`config.mk`:
```
export PLATFORM = sky130hd
export DESIGN_NAME = fetch_unit
export DESIGN_NICKNAME = d
export VERILOG_FILES = /design/src/rtl/fetch_unit_pkg.sv /design/src/rtl/fetch_unit_npc.sv /design/src/rtl/fetch_unit.sv
export SDC_FILE = /design/constraint.sdc
export NUM_CORES = 1
export LEC_CHECK = 0
export CORE_MARGIN = 10
export CORE_UTILIZATION = 50
export CTS_CLUSTER_SIZE = 28
export DETAILED_ROUTE_END_ITERATION = 8
export PLACE_DENSITY = 0.88
export SLEW_MARGIN = 20
export SYNTH_ARGS = -nofsm -noshare
export SYNTH_HDL_FRONTEND = slang
export SYNTH_SLANG_ARGS = --single-unit
```
`constraint.sdc`:
```
create_clock -name clk -period 11.5 [get_ports clk]
set_clock_uncertainty 0.15 [all_clocks]
set_input_delay 2.875 -clock clk [delete_from_list [all_inputs] [get_ports clk]]
set_output_delay 2.875 -clock clk [all_outputs]
set_load 0.05 [all_outputs]
```
`src/rtl/fetch_unit_pkg.sv`:
```
// fetch_unit_pkg: shared definitions for the instruction fetch stage.
//   - if_state_e       : fetch FSM state encoding (IDLE, REQ, VALID)
//   - DEFAULT_RESET_PC : default PC loaded on reset (word-aligned)
//   - branch_offset()  : sign-extended, word-scaled branch displacement
package fetch_unit_pkg;

    typedef enum logic [1:0] {
        IF_IDLE  = 2'd0,
        IF_REQ   = 2'd1,
        IF_VALID = 2'd2
    } if_state_e;

    localparam logic [31:0] DEFAULT_RESET_PC = 32'h0000_0000;

    // Branch immediate counts words; scale to bytes and sign-extend to 32 bits.
    function automatic logic [31:0] branch_offset(input logic [15:0] imm);
        return {{14{imm[15]}}, imm, 2'b00};
    endfunction

endpackage

```
`src/rtl/fetch_unit_npc.sv`:
```
// fetch_unit_npc: combinational next-PC selection for the fetch stage.
// Ports:
//   pc_plus4  in  32  PC of the current instruction + 4
//   instr_idx in  26  instr[25:0] (jump index; [15:0] is the branch immediate)
//   rs_data   in  32  register rs value, target for jr
//   jump, jr, beq, bne, zero  in  1  decoder controls and ALU zero flag
//   next_pc   out 32  selected next PC (jr > jump > taken branch > pc_plus4)
//   misalign  out 1   jr selected with a target whose low two bits are non-zero
module fetch_unit_npc
    import fetch_unit_pkg::*;
(
    input  logic [31:0] pc_plus4,
    input  logic [25:0] instr_idx,
    input  logic [31:0] rs_data,
    input  logic        jump,
    input  logic        jr,
    input  logic        beq,
    input  logic        bne,
    input  logic        zero,
    output logic [31:0] next_pc,
    output logic        misalign
);

    logic taken_s;

    // Priority select of the next PC; jr target is forced word-aligned.
    always_comb begin
        next_pc  = pc_plus4;
        misalign = 1'b0;
        taken_s  = (beq & zero) | (bne & ~zero);
        if (jr) begin
            next_pc  = {rs_data[31:2], 2'b00};
            misalign = (rs_data[1:0] != 2'b00);
        end else if (jump) begin
            next_pc = {pc_plus4[31:28], instr_idx, 2'b00};
        end else if (taken_s) begin
            next_pc = pc_plus4 + branch_offset(instr_idx[15:0]);
        end else begin
            next_pc = pc_plus4;
        end
    end

endmodule

```
`src/rtl/fetch_unit.sv`:
```
// fetch_unit: instruction fetch stage. Holds the PC, fetches words from
// instruction memory over a req/ack handshake, presents them to decode and
// advances the PC on each retire.
// Ports:
//   clk, rst_n               clock, async active-low reset
//   imem_req/addr (out)      fetch request and byte address (= pc_o)
//   imem_ack/rdata (in)      memory response, accepted only while requesting
//   instr_o/op_o/funct_o     captured instruction and decoder fields
//   instr_valid (out)        instruction valid for execute
//   instr_ready (in)         retire of the current instruction
//   jump/jr/beq/bne/zero/rs_data (in)  next-PC controls, sampled at retire
//   pc_o/pc_plus4_o          PC of instr_o and PC + 4
//   align_err (out)          sticky misaligned-jr flag, cleared by reset only
//   retire_cnt (out)         wrapping count of retired instructions
module fetch_unit
    import fetch_unit_pkg::*;
#(
    parameter logic [31:0] RESET_PC = DEFAULT_RESET_PC
)(
    input  logic        clk,
    input  logic        rst_n,
    output logic        imem_req,
    output logic [31:0] imem_addr,
    input  logic        imem_ack,
    input  logic [31:0] imem_rdata,
    output logic [31:0] instr_o,
    output logic [5:0]  op_o,
    output logic [5:0]  funct_o,
    output logic        instr_valid,
    input  logic        instr_ready,
    input  logic        jump,
    input  logic        jr,
    input  logic        beq,
    input  logic        bne,
    input  logic        zero,
    input  logic [31:0] rs_data,
    output logic [31:0] pc_o,
    output logic [31:0] pc_plus4_o,
    output logic        align_err,
    output logic [31:0] retire_cnt
);

    if_state_e   state_r, state_next_s;
    logic [31:0] pc_r, pc_next_s;
    logic [31:0] instr_r, instr_next_s;
    logic [31:0] cnt_r, cnt_next_s;
    logic        align_r, align_next_s;
    logic        req_r, valid_r;
    logic [31:0] pc_plus4_s;
    logic [31:0] npc_s;
    logic        misalign_s;

    assign pc_plus4_s = pc_r + 32'd4;

    fetch_unit_npc u_npc (
        .pc_plus4  (pc_plus4_s),
        .instr_idx (instr_r[25:0]),
        .rs_data   (rs_data),
        .jump      (jump),
        .jr        (jr),
        .beq       (beq),
        .bne       (bne),
        .zero      (zero),
        .next_pc   (npc_s),
        .misalign  (misalign_s)
    );

    // Next-state and next-register values; handshakes outside their state are ignored.
    always_comb begin
        state_next_s = state_r;
        pc_next_s    = pc_r;
        instr_next_s = instr_r;
        cnt_next_s   = cnt_r;
        align_next_s = align_r;
        case (state_r)
            IF_IDLE: begin
                state_next_s = IF_REQ;
            end
            IF_REQ: begin
                if (imem_ack) begin
                    state_next_s = IF_VALID;
                    instr_next_s = imem_rdata;
                end else begin
                    state_next_s = IF_REQ;
                end
            end
            IF_VALID: begin
                if (instr_ready) begin
                    state_next_s = IF_REQ;
                    pc_next_s    = npc_s;
                    cnt_next_s   = cnt_r + 32'd1;
                    align_next_s = align_r | misalign_s;
                end else begin
                    state_next_s = IF_VALID;
                end
            end
            default: begin
                state_next_s = IF_IDLE;
            end
        endcase
    end

    // State, datapath and registered handshake outputs.
    always_ff @(posedge clk or negedge rst_n) begin
        if (!rst_n) begin
            state_r <= IF_IDLE;
            pc_r    <= RESET_PC;
            instr_r <= 32'd0;
            cnt_r   <= 32'd0;
            align_r <= 1'b0;
            req_r   <= 1'b0;
            valid_r <= 1'b0;
        end else begin
            state_r <= state_next_s;
            pc_r    <= pc_next_s;
            instr_r <= instr_next_s;
            cnt_r   <= cnt_next_s;
            align_r <= align_next_s;
            req_r   <= (state_next_s == IF_REQ);
            valid_r <= (state_next_s == IF_VALID);
        end
    end

    assign imem_req    = req_r;
    assign imem_addr   = pc_r;
    assign pc_o        = pc_r;
    assign pc_plus4_o  = pc_plus4_s;
    assign instr_o     = instr_r;
    assign op_o        = instr_r[31:26];
    assign funct_o     = instr_r[5:0];
    assign instr_valid = valid_r;
    assign align_err   = align_r;
    assign retire_cnt  = cnt_r;

endmodule

```
==> metrics.sh, run 1 <==
NUM-NETS-FINAL=1070
RUN_STATUS='completed'
CTS_TREE='done'
GP_CONGESTION=0.966
POST-ROUTE-PERIOD-UTIL_PCT=58.0
VIA_COUNT=6618
WORST_SLEW_MARGIN_REL_PCT=35.3
HOLD_END='align_err$_DFFE_PN0P_'
SYNTH_FF_TYPE='sky130_fd_sc_hd__dfrtp_1'
ROUTE.DETAILED.DRC=0
SETUP_REPAIR_AFTER_GLOBAL_ROUTING_MISSED_ITS_MARGIN='no'
ANTENNADIODECOUNT=0
ROUTED_WIRELENGTH_UM=23300
STD_CELL_ROWS=43
GRT_START_MAX_NET_PINS=69
SYNTHCELLS=771
DETAILEDPLACEMENTHPWL_UM=17700
DIEWIDTH_UM=138
SYNTH.LIB_CELLS_USED.DISTINCT=63
CP_MAX_FO=6
CLOCK_TREE.ROOT_CELL='sky130_fd_sc_hd__clkbuf_16'
SYNTH-WARNING-COUNT=0
GR-TOTAL-OVERFLOW=0
TRITONCTS.NUM_BUFFERS=9
CP-END-KIND='output port'
HP-CLASS='reg -> reg'
POSTROUTEANTENNANETS=0
DRT_PASS1_ITERATIONS=5
FINAL-SETUP-VIOL-COUNT=0
MOST-COMMON-LAYOUT-CELLS='240 x sky130_fd_sc_hd__clkdlybuf4s50_1, 99 x sky130_fd_sc_hd__dfrtp_1, 74 x sky130_fd_sc_hd__nand2_1, 63 x sky130_fd_sc_hd__nor2_1, 54 x sky130_fd_sc_hd__o21ai_0'
CRITPATHARRIVALTIME_PS=3640
IO_BUFFERS=241
CLOCK_TREE.BUFFER_DEPTH=2
NUMBER_OF_ENABLE_FLIP_FLOP_CELLS_AFTER_SYNTHESIS=0
CTS_RESIZED=0
PERIOD_MINUS_SLACK_PS=6670
DIE_Y_UM=138
CP_LAUNCH_TYPE='flip-flop'
MAX_SLEW.WORST_PIN.SLEW_PS=970
WL_PER_CELL_UM=20.4
YS_ASYNC_SR_FRACTION_PCT=100
CTS.CLK_SLEW.WORST_PATHS_PS=80
CORE_SQ_MM=0.0138
HP-START='align_err$_DFFE_PN0P_'
MAXCAPVIOLATIONS=0
R2R_START='imem_addr[2]$_DFFE_PN0P_'
REQUIRED_PS=8480
R2R_CELLS=16
WORST_SKEW_PAIR.LATE_LATENCY_PS=360
INITIAL_CORE_UTIL_PCT=50.5
SETUP.WORST_PATH.CLASS='reg -> out'
FP.DIEAREA_SQ_MM=0.0190
TIMING.HOLD.WORST_PATH_DEPTH=1
REG2REG_SLACK_PS=6880
FINALHOLDVIOLATIONS=0
CTS-HTREE-LEVELS=3
WORSTSETUPSTARTPOINT='imem_addr[2]$_DFFE_PN0P_'
SYNTH.CELL_AREA_SQ_MM=0.00696
TIMING.FINAL.MAX_SLEW_VIOLATIONS=0
DRTITER0DRC=528
FIRST_GLOBAL_VIAS=6548
GR-USAGE-ALL-LAYERS_PCT=23.9
POST-CTS-SETUP-BUFFER-COUNT=0
VIAS_PER_CELL=5.78
GRT_ANTENNA_BEFORE_REPAIR=0
MOSTFREQUENTLAYOUTCELL='sky130_fd_sc_hd__clkdlybuf4s50_1'
AREA.GROWTH.SYNTH_TO_FINAL_PCT=36.8
POST_CTS_HOLD_BUFFER_COUNT=0
MAX_FREQ_MHz=150
MEAN_CELL_AREA_OF_THE_MAPPED_NETLIST_SQ_UM=9.02
CTS_SINKS=99
YOSYSSEQAREASHARE_PCT=35.6
GRT_PASS1_WL_UM=35900
TNS_SETUP_PS=0
FLOORPLAN.IO_PINS=248
SYNTH_SEQ_CELLS=99
POST_ROUTE_CELLS_DRIVE_ABOVE_1_SHARE_PCT=7.16
TIMING.RR.END='imem_addr[31]$_DFFE_PN0P_'
## cell usage after synthesis, drive strengths merged (3+ instances only)
library cell	count	share of area, %
a211oi	12	1.4
ha	37	6.7
a21oi	41	3.0
and4	4	0.50
o21a	5	0.54
nand2	74	4.0
o211ai	11	1.2
o211a	3	0.43
dfrtp	99	36
o21ai	57	4.2
or3	4	0.38
and3	20	1.9
nand3	29	2.1
o22ai	9	0.81
a21o	16	1.7
o21bai	5	0.54
nor2	64	3.5
a221oi	9	1.2
inv	8	0.43
xnor2	52	6.5
nor3	13	1.0
a31oi	10	0.90
mux2	33	5.3
xor2	24	3.0
buf	50	5.3
mux2i	5	0.72
clkbuf	25	1.3
nand2b	7	0.63
nand4	17	1.5
## critical path: stages, from the launching register on
cell and delay, ps:
sky130_fd_sc_hd__dfrtp_1 450, sky130_fd_sc_hd__ha_1 240, sky130_fd_sc_hd__nand2_1 90, sky130_fd_sc_hd__nor2_1 370, sky130_fd_sc_hd__nand3_1 140, sky130_fd_sc_hd__nor2_1 430, sky130_fd_sc_hd__nand2_1 210, sky130_fd_sc_hd__nor2_1 210
sky130_fd_sc_hd__xor2_1 290, sky130_fd_sc_hd__clkdlybuf4s50_1 870
## worst max-delay path by stage
stage	slack (ps)	end	cells after the start
after CTS	4820	pc_plus4_o[30]	9
after global placement	5370	pc_plus4_o[28]	9
after floorplan	5710	pc_plus4_o[28]	8
after detailed placement	5230	pc_plus4_o[30]	9
after global routing	4550	pc_plus4_o[28]	9
final	4830	pc_plus4_o[30]	9
## cells by family (layout without fill, tap and decap cells)
family	Yosys count	after routing	share of synthesized area (%)
AOI/OAI and AO/OA	192	192	18.0
buffers and inverters	83	271	7.07
xor gates and xnor gates	76	76	9.57
adders and majority gates	38	38	6.94
other	1	6	0.0539
and+or+nand+nor	244	244	16.7
DFF	99	99	35.6
muxes	38	38	6.06
## per-stage QoR
stage / hold WS (ps) / setup slack (ps) / utilization, % / std cells / area, sq um
finish: 336 / 4830 / 69.1 / 1144 / 9510
global placement: 314 / 5370 / 66.9 / 1128 / 9210
floorplan: 327 / 5710 / - / 776 / 6980
CTS: 337 / 4820 / 69.1 / 1144 / 9510
detailed placement: 315 / 5230 / 66.9 / 1128 / 9210
global route: 346 / 4550 / 69.1 / 1144 / 9510
## area by class of cell
| class | instances | area, sq um |
|---|---|---|
| Timing Repair Buffer | 247 | 2450 |
| Fill cell | 1058 | 4260 |
| Multi-Input combinational cell | 594 | 4020 |
| Sequential cell | 99 | 2480 |
| Tap cell | 180 | 225 |
| Clock inverter | 7 | 80.1 |
| Inverter | 8 | 30.0 |
| Clock buffer | 9 | 225 |
## per-layer routing
layer | GRT usage, % | vias up | part of all wire (%)
met5 | 0 | - | 0
met4 | 8.86 | 0 | 2.7
met3 | 6.59 | 43 | 8.8
met2 | 40.0 | 299 | 49
met1 | 28.7 | 3165 | 39
li1 | - | 3111 | -
## state kept, by name, indices dropped and copies added (netlist names)
signal / count
instr_o: 32
retire_cnt: 32
imem_addr: 30
state_r: 2
align_err: 1
imem_req: 1
instr_valid: 1
Power of run 1 is left out: the tool's default activity adds up to more than one toggle a clock period on the data nets, which glitch-free logic cannot reach.
==> run 2: changes to the inputs <==
Settings changed: CORE_UTILIZATION 50 to 46, PLACE_DENSITY 0.88 to 0.82.
Clock period 11.5 ns to 6.2 ns, I/O delays scaled along.
==> metrics.sh, run 2 (synthesized netlist as in run 1, its figures left out) <==
MOST-COMMON-LAYOUT-CELLS='240 x sky130_fd_sc_hd__clkdlybuf4s50_1, 99 x sky130_fd_sc_hd__dfrtp_1, 74 x sky130_fd_sc_hd__nand2_1, 63 x sky130_fd_sc_hd__nor2_1, 54 x sky130_fd_sc_hd__o21ai_0'  # unchanged
GR-USAGE-ALL-LAYERS_PCT=23.6  # was 23.9%
CORE_SQ_MM=0.0147  # was 0.0138 sq mm
INITIAL_CORE_UTIL_PCT=47.3  # was 50.5%
CRITICAL-PATH-TOP-DELAY-FAMILY='simple AND/OR/NAND/NOR gates'  # unchanged
GR-TOTAL-OVERFLOW=0  # unchanged
REQUIRED_PS=4500  # was 8480 ps
FINAL-SETUP-VIOL-COUNT=0  # unchanged
DRTITER0DRC=495  # was 528
TNS_SETUP_PS=0  # unchanged
DIE_Y_UM=143  # was 138 um
CLOCK_TREE.ROOT_CELL='sky130_fd_sc_hd__clkbuf_16'  # unchanged
CRITICAL_PATH.CELL_CHAIN='and3_1 -> and3_1 -> nand2_1 -> nor3_2 -> nand2_1 -> nor2_1 -> xor2_1 -> clkdlybuf4s50_1'  # was ha_1 -> nand2_1 -> nor2_1 -> nand3_1 -> nor2_1 -> nand2_1 -> nor2_1 -> xor2_1 -> clkdlybuf4s50_1
CRIT_BUF_INV=1  # unchanged
RUN_STATUS='completed'  # unchanged
CPMAXSTAGEDELAYCELL='sky130_fd_sc_hd__clkdlybuf4s50_1'  # unchanged
POST_ROUTE_CELLS_DRIVE_ABOVE_1_SHARE_PCT=7.35  # was 7.16%
CTS_TREE='done'  # unchanged
DETAILEDPLACEMENTHPWL_UM=18500  # was 17700 um
POST_CTS_HOLD_BUFFER_COUNT=0  # unchanged
TRITONCTS.NUM_BUFFERS=9  # unchanged
PERIOD_MINUS_SLACK_PS=5150
AREA.GROWTH.SYNTH_TO_FINAL_PCT=37.1  # was 36.8%
GRT_START_MAX_NET_PINS=56  # was 69
CP_MAX_FO=7  # was 6
GRT_PASS1_WL_UM=38300  # was 35900 um
ROUTED_WIRELENGTH_UM=24400  # was 23300 um
WORST_SKEW_PAIR.LATE_LATENCY_PS=360  # about the same
FP.DIEAREA_SQ_MM=0.0204  # was 0.0190 sq mm
POSTROUTEANTENNANETS=0  # unchanged
FLOORPLAN.IO_PINS=248  # unchanged
VIAS_PER_CELL=5.80  # was 5.78
IO_BUFFERS=241  # unchanged
SETUP_REPAIR_AFTER_GLOBAL_ROUTING_MISSED_ITS_MARGIN='no'  # unchanged
STD_CELL_ROWS=44  # was 43
SLOWEST_DELAY_PS=900  # was 870 ps
CTS_SINKS=99  # unchanged
CRITPATHARRIVALTIME_PS=3450  # was 3640 ps
MAXCAPVIOLATIONS=0  # unchanged
MAX_SLEW.WORST_PIN.SLEW_PS=1010  # was 970 ps
POST-ROUTE-PERIOD-UTIL_PCT=83.1
WL_PER_CELL_UM=21.2  # was 20.4 um
GRT_ANTENNA_BEFORE_REPAIR=1  # was 0
POST-CTS-SETUP-BUFFER-COUNT=0  # unchanged
CTS.CLK_SLEW.WORST_PATHS_PS=80  # about the same
VIA_COUNT=6679  # was 6618
CTS_RESIZED=0  # unchanged
GP_CONGESTION=0.904  # was 0.966
DIEWIDTH_UM=143  # was 138 um
CP-END-KIND='output port'  # unchanged
CLOCK_TREE.BUFFER_DEPTH=2  # unchanged
NUM-NETS-FINAL=1072  # was 1070
MAX_FREQ_MHz=194
WORST_SLEW_MARGIN_REL_PCT=32.7  # was 35.3%
FIRST_GLOBAL_VIAS=6871  # was 6548
ROUTE.DETAILED.DRC=0  # unchanged
FINAL.FILL_COUNT=1203  # was 1058
DRT_PASS1_ITERATIONS=5  # unchanged
TIMING.FINAL.MAX_SLEW_VIOLATIONS=0  # unchanged
CP_LAUNCH_TYPE='flip-flop'  # unchanged
SETUP.WORST_PATH.CLASS='reg -> out'  # unchanged
HP-CLASS='reg -> reg'  # unchanged
MOSTFREQUENTLAYOUTCELL='sky130_fd_sc_hd__clkdlybuf4s50_1'  # unchanged
FINALHOLDVIOLATIONS=0  # unchanged
CTS-HTREE-LEVELS=3  # unchanged
==> run 2: changes by cell type in the layout (fill, tap and decap cells not counted) <==
cell,before,now
sky130_fd_sc_hd__buf_4,7,9
sky130_fd_sc_hd__diode_2,0,1
==> run 2: path summary, 6_finish.rpt <==
check,slack [ps],start,end,cells after the start
min in group asynchronous,1050,rst_n,retire_cnt[31]$_DFFE_PN0P_,1
min reg2reg,330,retire_cnt[31]$_DFFE_PN0P_,retire_cnt[31]$_DFFE_PN0P_,1
max in group asynchronous,3720,rst_n,imem_addr[7]$_DFFE_PN0P_,2
min,330,retire_cnt[31]$_DFFE_PN0P_,retire_cnt[31]$_DFFE_PN0P_,1
max reg2reg,1770,imem_addr[9]$_DFFE_PN0P_,imem_addr[27]$_DFFE_PN0P_,15
max,1050,imem_addr[9]$_DFFE_PN0P_,pc_plus4_o[31],8
==> run 2: layer usage <==
metal,track usage (%),vias up,wire (um)
li1,-,3110,-
met1,28.1,3240,9730
met2,40.3,289,12200
met3,5.77,40,1890
met4,8.47,0,637
met5,0,-,0
==> run 2: cell type report <==
cell class              instances  area (sq um)  area share [%]
clock buffers                   9           225            2.36
inverters                       8          30.0           0.315
flip-flops and latches         99          2480            26.0
well taps                     184           230            2.41
repair buffers                249          2470            25.9
diodes                          1          2.50          0.0262
clock inverters                 7          80.1           0.840
multi-input cells             594          4020            42.2
==> run 2: stage by stage <==
stage | util [%] | instances | instance area, sq um | setup slack (ps) | hold WS, ps
2_1_floorplan | - | 776 | 6980 | 1190 | 327
3_3_place_gp | 62.8 | 1134 | 9230 | 1610 | 318
4_1_cts | 64.9 | 1150 | 9530 | 1060 | 333
5_1_grt | 64.9 | 1151 | 9540 | 828 | 358
6_report | 64.9 | 1151 | 9540 | 1050 | 327
3_5_place_dp | 62.8 | 1134 | 9230 | 1510 | 311
Power of run 2 is left out for the same reason.
==> run 3: changes to the inputs <==
Clock period 6.2 ns to 4.8 ns, I/O delays scaled along.
==> metrics.sh, run 3 (synthesized netlist as in run 1, its figures left out) <==
GRT_ANTENNA_BEFORE_REPAIR=0  # was 1
ROUTE.DETAILED.DRC=0  # unchanged
CTS_TREE='done'  # unchanged
DRTITER0DRC=623  # was 495
WL_PER_CELL_UM=20.7  # was 21.2 um
CRITICAL_PATH.CELL_CHAIN='ha_1 -> nand2_1 -> nor2_1 -> nand3_1 -> nor2_1 -> nand2_1 -> xnor2_2 -> clkdlybuf4s50_1'  # was and3_1 -> and3_1 -> nand2_1 -> nor3_2 -> nand2_1 -> nor2_1 -> xor2_1 -> clkdlybuf4s50_1
REG2REG_SLACK_PS=340  # was 1770 ps
MOST-COMMON-LAYOUT-CELLS='237 x sky130_fd_sc_hd__clkdlybuf4s50_1, 99 x sky130_fd_sc_hd__dfrtp_1, 74 x sky130_fd_sc_hd__nand2_1, 63 x sky130_fd_sc_hd__nor2_1, 54 x sky130_fd_sc_hd__o21ai_0'  # was 240 x sky130_fd_sc_hd__clkdlybuf4s50_1, 99 x sky130_fd_sc_hd__dfrtp_1, 74 x sky130_fd_sc_hd__nand2_1, 63 x sky130_fd_sc_hd__nor2_1, 54 x sky130_fd_sc_hd__o21ai_0
FINAL-SETUP-VIOL-COUNT=0  # unchanged
GR-USAGE-ALL-LAYERS_PCT=22.8  # was 23.6%
CP_LAUNCH_TYPE='flip-flop'  # unchanged
RUN_STATUS='completed'  # unchanged
SETUP.WORST_PATH.CLASS='reg -> out'  # unchanged
FINAL.FILL_COUNT=1215  # was 1203
CORE_SQ_MM=0.0147  # unchanged
CTS.CLK_SLEW.WORST_PATHS_PS=80  # about the same
SLOWEST_DELAY_PS=840  # was 900 ps
CP-END-KIND='output port'  # unchanged
SETUP_REPAIR_AFTER_GLOBAL_ROUTING_MISSED_ITS_MARGIN='no'  # unchanged
WORST_SLEW_MARGIN_REL_PCT=39.0  # was 32.7%
POST_CTS_HOLD_BUFFER_COUNT=0  # unchanged
CLOCK_TREE.ROOT_CELL='sky130_fd_sc_hd__clkbuf_16'  # unchanged
GRT_START_MAX_NET_PINS=50  # was 56
GP_CONGESTION=0.908  # was 0.904
FLOORPLAN.IO_PINS=248  # unchanged
TNS_SETUP_PS=0  # unchanged
HP-CLASS='reg -> reg'  # unchanged
MAXCAPVIOLATIONS=0  # unchanged
ROUTED_WIRELENGTH_UM=23900  # was 24400 um
CP_MAX_FO=6  # was 7
AREA.GROWTH.SYNTH_TO_FINAL_PCT=37.9  # was 37.1%
CRITPATHARRIVALTIME_PS=3340  # was 3450 ps
POST-CTS-SETUP-BUFFER-COUNT=0  # unchanged
WORSTSETUPSTARTPOINT='imem_addr[2]$_DFFE_PN0P_'  # was imem_addr[9]$_DFFE_PN0P_
R2R_START='imem_addr[2]$_DFFE_PN0P_'  # was imem_addr[9]$_DFFE_PN0P_
DRT_PASS1_ITERATIONS=5  # unchanged
POST-ROUTE-PERIOD-UTIL_PCT=97.6
PERIOD_MINUS_SLACK_PS=4690
ANTENNADIODECOUNT=0  # was 1
FIRST_GLOBAL_VIAS=6680  # was 6871
GR-TOTAL-OVERFLOW=0  # unchanged
DIEWIDTH_UM=143  # unchanged
MOSTFREQUENTLAYOUTCELL='sky130_fd_sc_hd__clkdlybuf4s50_1'  # unchanged
TIMING.FINAL.MAX_SLEW_VIOLATIONS=0  # unchanged
CPMAXSTAGEDELAYCELL='sky130_fd_sc_hd__clkdlybuf4s50_1'  # unchanged
INITIAL_CORE_UTIL_PCT=47.3  # unchanged
CTS-HTREE-LEVELS=3  # unchanged
REQUIRED_PS=3450  # was 4500 ps
POSTROUTEANTENNANETS=0  # unchanged
FP.DIEAREA_SQ_MM=0.0204  # unchanged
VIA_COUNT=6614  # was 6679
DIE_Y_UM=143  # unchanged
MULTI_INPUT_AREA_SQ_MM=0.00404  # was 0.00402 sq mm
MAX_FREQ_MHz=213
GRT_PASS1_WL_UM=37100  # was 38300 um
NUM-NETS-FINAL=1076  # was 1072
TRITONCTS.NUM_BUFFERS=9  # unchanged
DETAILEDPLACEMENTHPWL_UM=18200  # was 18500 um
MAX_SLEW.WORST_PIN.SLEW_PS=915  # was 1010 ps
VIAS_PER_CELL=5.73  # was 5.80
IO_BUFFERS=241  # unchanged
HP-START='retire_cnt[31]$_DFFE_PN0P_'  # unchanged
CLOCK_TREE.BUFFER_DEPTH=2  # unchanged
CTS_SINKS=99  # unchanged
WORST_SKEW_PAIR.LATE_LATENCY_PS=360  # about the same
FINALHOLDVIOLATIONS=0  # unchanged
STD_CELL_ROWS=44  # unchanged
POST_ROUTE_CELLS_DRIVE_ABOVE_1_SHARE_PCT=8.25  # was 7.35%
LAYOUT.AREA.SEQ_SQ_MM=0.00248  # unchanged
## run 3: cell types whose count changed in the layout (fill, tap and decap cells not counted), moves of 3 or more
cell                              delta
sky130_fd_sc_hd__buf_4               +6
sky130_fd_sc_hd__clkdlybuf4s50_1     -3
sky130_fd_sc_hd__xnor2_2             +3
sky130_fd_sc_hd__xnor2_1             -3
## run 3: area by class of cell
class                      instances  share of cell area [%]
clock buffer                       9                    2.35
tap                              184                    2.40
timing repair buffer             253                    26.0
inverter                           8                   0.313
sequential                        99                    25.8
multi-input combinational        594                    42.2
clock inverter                     7                   0.900
## run 3: what timing repair did
item,in CTS,in global routing
endpoints found under the setup margin,0,1
endpoints found under the hold margin,0,0
resized for setup,0,1
## run 3: critical path, delay by kind of cell, from the launching register on
kind	cells	cell delay, ps
and+or+nand+nor	5	1200
xor gates and xnor gates	1	230
DFF	1	460
buffers and inverters	1	840
adders and majority gates	1	240
## run 3: layer usage
layer | vias up | global-route usage [%] | wire length [um]
li1 | 3113 | - | -
met1 | 3205 | 27.1 | 9270
met2 | 263 | 38.6 | 12000
met3 | 33 | 6.90 | 2160
met4 | 0 | 6.73 | 402
met5 | - | 0 | 0
## run 3: worst paths after layout
check / to / depth (start not counted)
max in group asynchronous: imem_addr[6]$_DFFE_PN0P_ / 2
worst min-delay path: retire_cnt[31]$_DFFE_PN0P_ / 1
worst max-delay path: pc_plus4_o[24] / 8
worst max register to register: imem_addr[31]$_DFFE_PN0P_ / 16
min in group asynchronous: retire_cnt[29]$_DFFE_PN0P_ / 1
worst min register to register: retire_cnt[31]$_DFFE_PN0P_ / 1
## run 3: metrics by stage
| step | setup WS [ps] | std cells | util (%) | hold WS, ps | area [sq um] |
|---|---|---|---|---|---|
| floorplan | 0.215 | 776 | - | 327 | 7000 |
| global placement | 662 | 1138 | 63.1 | 315 | 9280 |
| detailed placement | 509 | 1138 | 63.1 | 326 | 9280 |
| CTS | 136 | 1154 | 65.2 | 337 | 9590 |
| global route | 32.9 | 1154 | 65.2 | 354 | 9590 |
| finish | 114 | 1154 | 65.2 | 330 | 9590 |
Power of run 3 is left out for the same reason.
